### src/rtl/complex_result_join_if.sv
// Handshake bundle for complex_result_join: two stb/ack result
// streams in, one valid/ready complex-word stream out.
interface complex_result_join_if #(
    parameter int WIDTH = 64
);
    logic [WIDTH-1:0] input_real;
    logic             input_real_stb;
    logic             input_real_ack;
    logic [WIDTH-1:0] input_imag;
    logic             input_imag_stb;
    logic             input_imag_ack;
    logic [WIDTH-1:0] out_real;
    logic [WIDTH-1:0] out_imag;
    logic             out_valid;
    logic             out_ready;

    modport master (
        output input_real, input_real_stb,
        input  input_real_ack,
        output input_imag, input_imag_stb,
        input  input_imag_ack,
        input  out_real, out_imag, out_valid,
        output out_ready
    );

    modport slave (
        input  input_real, input_real_stb,
        output input_real_ack,
        input  input_imag, input_imag_stb,
        output input_imag_ack,
        output out_real, out_imag, out_valid,
        input  out_ready
    );
endinterface

### src/rtl/complex_result_join.sv
// Pairs independent real/imag result streams into complex words
// and buffers them in a small FIFO with a valid/ready output.
module complex_result_join #(
    parameter int WIDTH = 64,
    parameter int DEPTH = 4,
    parameter int CW    = $clog2(DEPTH) + 1
) (
    input  logic                 clk,
    input  logic                 rst,
    complex_result_join_if.slave bus,
    output logic [CW-1:0]        level,
    output logic [15:0]          pair_count
);
    localparam int AW = $clog2(DEPTH);
    localparam logic [CW-1:0] FULL = CW'(DEPTH);

    logic [WIDTH-1:0]   real_q, real_d;
    logic [WIDTH-1:0]   imag_q, imag_d;
    logic               real_full_q, real_full_d;
    logic               imag_full_q, imag_full_d;
    logic [AW-1:0]      wptr_q, wptr_d;
    logic [AW-1:0]      rptr_q, rptr_d;
    logic [CW-1:0]      level_q, level_d;
    logic [15:0]        cnt_q, cnt_d;
    logic [2*WIDTH-1:0] mem_q [DEPTH];
    logic [2*WIDTH-1:0] head;
    logic               push, pop, valid;

    assign valid = (level_q != '0);
    assign push  = real_full_q & imag_full_q & (level_q != FULL);
    assign pop   = valid & bus.out_ready;
    assign head  = mem_q[rptr_q];

    // Acks come straight from the full flags; no path from stb.
    assign bus.input_real_ack = ~real_full_q;
    assign bus.input_imag_ack = ~imag_full_q;
    assign bus.out_valid      = valid;
    assign bus.out_real       = valid ? head[2*WIDTH-1:WIDTH] : '0;
    assign bus.out_imag       = valid ? head[WIDTH-1:0] : '0;
    assign level              = level_q;
    assign pair_count         = cnt_q;

    always_comb begin
        real_d      = real_q;
        imag_d      = imag_q;
        real_full_d = real_full_q;
        imag_full_d = imag_full_q;
        if (push) begin
            real_full_d = 1'b0;
            imag_full_d = 1'b0;
        end
        if (bus.input_real_stb && !real_full_q) begin
            real_d      = bus.input_real;
            real_full_d = 1'b1;
        end
        if (bus.input_imag_stb && !imag_full_q) begin
            imag_d      = bus.input_imag;
            imag_full_d = 1'b1;
        end
    end

    always_comb begin
        wptr_d  = push ? AW'(wptr_q + 1'b1) : wptr_q;
        rptr_d  = pop ? AW'(rptr_q + 1'b1) : rptr_q;
        cnt_d   = push ? cnt_q + 16'd1 : cnt_q;
        level_d = level_q;
        unique case ({push, pop})
            2'b10:   level_d = level_q + 1'b1;
            2'b01:   level_d = level_q - 1'b1;
            default: level_d = level_q;
        endcase
    end

    always_ff @(posedge clk or posedge rst) begin
        if (rst) begin
            real_q      <= '0;
            imag_q      <= '0;
            real_full_q <= 1'b0;
            imag_full_q <= 1'b0;
            wptr_q      <= '0;
            rptr_q      <= '0;
            level_q     <= '0;
            cnt_q       <= '0;
        end else begin
            real_q      <= real_d;
            imag_q      <= imag_d;
            real_full_q <= real_full_d;
            imag_full_q <= imag_full_d;
            wptr_q      <= wptr_d;
            rptr_q      <= rptr_d;
            level_q     <= level_d;
            cnt_q       <= cnt_d;
        end
    end

    // Storage needs no reset: the head is masked while empty.
    always_ff @(posedge clk) begin
        if (push) begin
            mem_q[wptr_q] <= {real_q, imag_q};
        end
    end
endmodule

### src/flat_wrapper.sv
// flat-port wrapper written by rule: the top's interface ports become plain ports
module complex_result_join_flat 
#(
    parameter int WIDTH = 64,
    parameter int DEPTH = 4,
    parameter int CW    = $clog2(DEPTH) + 1
)
  (clk, rst, level, pair_count, bus_input_real, bus_input_real_stb, bus_input_real_ack, bus_input_imag, bus_input_imag_stb, bus_input_imag_ack, bus_out_real, bus_out_imag, bus_out_valid, bus_out_ready);
  complex_result_join_if #(.WIDTH(WIDTH)) bus_i ();
  input  logic clk;
  input  logic rst;
  output logic [CW-1:0] level;
  output logic [15:0] pair_count;
  input wire logic [$bits(bus_i.input_real)-1:0] bus_input_real;
  input wire logic [$bits(bus_i.input_real_stb)-1:0] bus_input_real_stb;
  output wire logic [$bits(bus_i.input_real_ack)-1:0] bus_input_real_ack;
  input wire logic [$bits(bus_i.input_imag)-1:0] bus_input_imag;
  input wire logic [$bits(bus_i.input_imag_stb)-1:0] bus_input_imag_stb;
  output wire logic [$bits(bus_i.input_imag_ack)-1:0] bus_input_imag_ack;
  output wire logic [$bits(bus_i.out_real)-1:0] bus_out_real;
  output wire logic [$bits(bus_i.out_imag)-1:0] bus_out_imag;
  output wire logic [$bits(bus_i.out_valid)-1:0] bus_out_valid;
  input wire logic [$bits(bus_i.out_ready)-1:0] bus_out_ready;
  assign bus_i.input_real = bus_input_real;
  assign bus_i.input_real_stb = bus_input_real_stb;
  assign bus_input_real_ack = bus_i.input_real_ack;
  assign bus_i.input_imag = bus_input_imag;
  assign bus_i.input_imag_stb = bus_input_imag_stb;
  assign bus_input_imag_ack = bus_i.input_imag_ack;
  assign bus_out_real = bus_i.out_real;
  assign bus_out_imag = bus_i.out_imag;
  assign bus_out_valid = bus_i.out_valid;
  assign bus_i.out_ready = bus_out_ready;
  complex_result_join #(.WIDTH(WIDTH), .DEPTH(DEPTH), .CW(CW)) u_core (.clk(clk), .rst(rst), .bus(bus_i), .level(level), .pair_count(pair_count));
endmodule
### config.mk
export PLATFORM = sky130hd
export DESIGN_NAME = complex_result_join_flat
export DESIGN_NICKNAME = d
export VERILOG_FILES = /design/src/rtl/complex_result_join_if.sv /design/src/rtl/complex_result_join.sv /design/src/flat_wrapper.sv
export SDC_FILE = /design/constraint.sdc
export NUM_CORES = 1
export LEC_CHECK = 0
export CAP_MARGIN = 20
export CELL_PAD_IN_SITES_DETAIL_PLACEMENT = 0
export CELL_PAD_IN_SITES_GLOBAL_PLACEMENT = 1
export CORE_AREA = 2 2 230 232
export CTS_CLUSTER_SIZE = 30
export DETAILED_ROUTE_END_ITERATION = 10
export DIE_AREA = 0 0 232 234
export HOLD_SLACK_MARGIN = 0.03
export MAX_ROUTING_LAYER = met4
export PLACE_DENSITY = 0.9
export SYNTH_ARGS = -nofsm -noshare
export SYNTH_HDL_FRONTEND = slang
export SYNTH_SLANG_ARGS = --single-unit
### constraint.sdc
create_clock -name clk -period 5.7 [get_ports clk]
set_input_delay 0.57 -clock clk [delete_from_list [all_inputs] [get_ports clk]]
set_output_delay 0.57 -clock clk [all_outputs]
set_load 0.05 [all_outputs]
---- Word level (Yosys, flattened, before mapping) ----
Memory sizes are Yosys's and may differ from the RTL's.
Index checks and enable logic that the tools add are counted.
storage, ports and cells
  register bits ........................... 153
  RAM bits ................................ 512
  input port bits ......................... 133
  output and inout port bits .............. 150
  memories kept ........................... 1
memories
  memory        depth  bits a word  rd ports  clocked after Yosys merged registers in  write ports  RTL line                   text
  u_core.mem_q  4      128          1         0                                        1            complex_result_join.sv:25  logic [2*WIDTH-1:0] mem_q [DEPTH];
operators by class
  $add $sub $neg .......................... 5
  equality and inequality tests ........... 3
  mux-type cells .......................... 8
  bitwise operators ....................... 5
  reductions and logical operators ........ 8
operators with widths
  operator                 count
  $mux W64                 2
  $add A16 B1 Y16 const B  1
  $pmux W3 S2              1
  $reduce_bool A2 Y1       3
  $mux W1                  5
  $add A2 B1 Y2 const B    2
  $add A3 B1 Y3 const B    1
  $and A1 B1 Y1            3
  $ne A3 B3 Y1 const B     1
  $reduce_bool A3 Y1       1
  $sub A3 B1 Y3 const B    1
  $eq A2 B1 Y1 const B     1
  $eq A2 B2 Y1 const B     1
  $logic_and A1 B1 Y1      2
  $logic_not A1 Y1         2
  $not A1 Y1               2

---- Depth between registers and ports, before layout ----
  word-level depth ........................ 4
  depth in mapped cells ................... 9
  mapped depth without buffers ............ 9

---- Least setup slack after synthesis ----
No wires, ideal clock.
  path kind ............................... register -> register
  start ................................... reg u_core.level_q[2], in the netlist u_core.level[2]
  end ..................................... mem u_core.mem_q[0][0] (netlist name), enable pin
  data arrival time ....................... 4.316 ns
  slack ................................... 0.881 ns
  stages on the path, launching flop included .. 5
  buffers on the path ..................... 1
  period minus slack after synthesis ...... 4.819 ns
  path through ............................ dfrtp_1 > nor3b_2 > nor2_1 > clkbuf_1 > and2_1
between the ends
  longest elaborated chain between the ends .. 4
ends and longest elaborated chain
  element                        RTL line                   text
  start, declared                complex_result_join.sv:23  logic [CW-1:0] level_q, level_d;
  start signal, assigned         complex_result_join.sv:91  level_q <= level_d;
  $ne A3 B3 Y1                   complex_result_join.sv:30  assign push = real_full_q & imag_full_q & (level_q != FULL);
  $and A1 B1 Y1                  complex_result_join.sv:30
  $mux W1                        complex_result_join.sv:98  if (push) begin
  $mux W1 (implied by the code)  complex_result_join.sv:99  mem_q[wptr_q] <= {real_q, imag_q};
  end, declared                  complex_result_join.sv:25
Every way passes these cells.

---- Worst setup path after layout ----
  start ................................... reg u_core.rptr_q[0]
  end ..................................... out bus_out_imag[38]
between the ends
  longest elaborated chain between the ends .. 2
ends and longest elaborated chain
  element                 RTL line                   text
  start, declared         complex_result_join.sv:22  logic [AW-1:0] rptr_q, rptr_d;
  start signal, assigned  complex_result_join.sv:90  rptr_q <= rptr_d;
  $mem_v2 Z4 W128         n/a
  $mux W64                complex_result_join.sv:39  assign bus.out_imag = valid ? head[WIDTH-1:0] : '0;
  end, declared           flat_wrapper.sv:21         output wire logic [$bits(bus_i.out_imag)-1:0] bus_out_imag;
Every way passes these cells.

==> results.json <==
{
  "critPathArrivalTime_ps": 3560,
  "rows": 84,
  "wl_met3_um": 3030,
  "seq_area_frac_synth_pct": 76.1,
  "via_per_inst": 5.35,
  "fmax_mhz": 242,
  "rr_worst_depth": 4,
  "drc": 0,
  "crit_fanout": 44,
  "rsz0062_at_grt": "false",
  "syn_area_per_cell_um2": 21.2,
  "cts_tree": "built",
  "routed-via-count": 12000,
  "dieArea_um2": 54300,
  "ys_warn_count": 0,
  "r2r-start": "u_core.level[2]",
  "post_cts_buffers": 0,
  "netlist_instances": 1191,
  "synth_seq_cells": 665,
  "hold_buffers": 0,
  "worstPathRequired_ps": 5130,
  "mostFrequentLayoutCells": "edfxtp_1, clkdlybuf4s50_1, dfrtp_1",
  "tns_ps": 0,
  "finalSetupViolCount": 0,
  "cap_viol_max_count": 0,
  "relSlewSlack_pct": 27.3,
  "grt_pass1_vias": 12500,
  "slowest_delay_ps": 1030,
  "skew_ps": 20.5,
  "critPathKind": "reg2out",
  "gp_congestion": 0.738,
  "wl_per_cell_um": 22.4,
  "routed-wl-met2_um": 25400,
  "hold_viol_final": 0,
  "core-area_um2": 52000,
  "worstReg2RegEnd": "u_core.mem_q[1][57]",
  "synthToLayoutAreaGrowth_pct": 22.8,
  "grt_pass1_wl_um": 75900,
  "grt_max_degree": 94,
  "start_kind": "flip-flop",
  "antenna_found_initial": 6,
  "cts.sinks": 665,
  "io_buffers": 282,
  "ff2ff_setup_slack_ps": 2480,
  "cts_resized": 0,
  "drive_gt1_share_pct": 24.7,
  "clk_pin_slew_ps": 60,
  "tightest_slew_ps": 1090,
  "first_iter_violations": 872,
  "synth_area_um2": 25200,
  "wl_met1_um": 21000,
  "status": "finished, final reports clean",
  "fillers": 3757,
  "worstHoldPathType": "in2async",
  "fin_crit_ps": 4130,
  "synth_nets": 1331,
  "final_common_cell": "edfxtp_1",
  "detailed_place_hpwl_um": 28700,
  "fin_crit_sh_pct": 72.5,
  "dr.max_layer_used": "met4",
  "slowest_stage": "dfrtp_4",
  "grt_usage_pct": 19.5,
  "die_h_um": 234,
  "grt-ovfl-total": 0,
  "drv_slew": 0,
  "die_x_um": 232,
  "antenna_left": 0,
  "path_cells": "buf_4 -> mux4_2 -> and2_1 -> clkdlybuf4s50_1",
  "htreeDepth": 3,
  "cts_buffers": 66,
  "clock_latency_ps": 600,
  "ioPinCount": 283,
  "crit_path_end_kind": "output port",
  "ys_types": 30,
  "cts_max_path_buffers": 3,
  "root_buffer": "clkbuf_16",
  "fin_nets": 1643,
  "dr.pass1.iters": 5,
  "wirelength_um": 50500,
  "start_util_pct": 48.5
}
[cells by family after synthesis]
| kind of cell | count (synthesis) | synth area share, % |
|---|---|---|
| fa+ha+maj | 7 | 0.377 |
| flops | 665 | 76.1 |
| mux | 257 | 17.2 |
| xor+xnor | 21 | 0.729 |
| buf+inv | 67 | 1.48 |
| compound gates | 1 | 0.0198 |
| simple gates | 173 | 4.13 |
[Yosys cell counts]
cell      number  area share (%)
and2_1       133             3.3
and3_1         2           0.050
and4_1         1           0.035
buf_2         29            0.58
buf_4          1           0.030
buf_6         11            0.49
clkbuf_1      17            0.25
dfrtp_1      153              15
edfxtp_1     512              61
fa_1           1           0.079
ha_1           6            0.30
inv_1          8            0.12
inv_2          1           0.015
mux2_2       128             5.7
mux2i_1        1           0.040
mux4_2       128              11
nand2_1       10            0.15
nand3_1        7            0.14
nand4_1        3           0.074
nor2_1         9            0.13
nor2b_1        2           0.050
nor3_1         1           0.020
nor3b_2        1           0.050
nor4_1         1           0.025
nor4_2         1           0.050
nor4b_1        1           0.035
o21ai_0        1           0.020
or3_1          1           0.025
xnor2_1       13            0.45
xor2_1         8            0.28
[worst max path at each step]
| stage | startpoint | endpoint | slack, ps | depth (start not counted) |
|---|---|---|---|---|
| after floorplan | u_core.level[2] | u_core.mem_q[0][0] | 880 | 4 |
| after global placement | u_core.rptr_q[0] | bus_out_imag[37] | 2100 | 4 |
| after detailed placement | u_core.rptr_q[0] | bus_out_real[43] | 2090 | 4 |
| after CTS | u_core.rptr_q[0] | bus_out_real[32] | 1430 | 4 |
| after global routing | u_core.rptr_q[0] | bus_out_real[32] | 1310 | 4 |
| final | u_core.rptr_q[0] | bus_out_imag[38] | 1570 | 4 |
[per-stage QoR]
step / setup slack [ps] / cell area [um2] / instances / hold WS (ps) / util [%]
final: 1570 / 31000 / 2250 / 430 / 59.6
after global placement: 2100 / 28800 / 2123 / 461 / 55.4
after floorplan: 881 / 25200 / 1191 / 472 / -
after CTS: 1430 / 31000 / 2244 / 455 / 59.6
after global routing: 1310 / 31000 / 2250 / 479 / 59.6
after detailed placement: 2090 / 28800 / 2123 / 471 / 55.4
[layout make-up]
type	instances	area, um2	area share, %
Clock inverter	33	312	1.01
Tap cell	688	861	2.78
Inverter	9	38.8	0.125
Sequential cell	665	19200	62.0
Multi-Input combinational cell	459	5690	18.4
Timing Repair Buffer	302	3040	9.79
Antenna cell	6	15.0	0.0484
Clock buffer	88	1840	5.93
[worst max-delay path: cells and delay by family, from the launching register on]
kind | cells | cell delay (ps)
simple gates | 1 | 210
buf+inv | 2 | 1140
mux | 1 | 540
flops | 1 | 1030
[flip-flops by register name, indices dropped and copies added (netlist names)]
register            flops
u_core.imag_q          64
u_core.mem_q          512
u_core.pair_count      16
u_core.level            3
u_core.real_full_q      1
u_core.rptr_q           2
u_core.imag_full_q      1
u_core.real_q          64
u_core.wptr_q           2
[per-layer routing]
metal / global-route usage (%) / vias up
li1: - / 5318
met1: 25.0 / 6296
met2: 31.1 / 358
met3: 4.39 / 65
met4: 6.29 / 0
met5: - / -
Power is left out: the tool's default activity adds up to more than one toggle a clock period on the data nets, which glitch-free logic cannot reach.
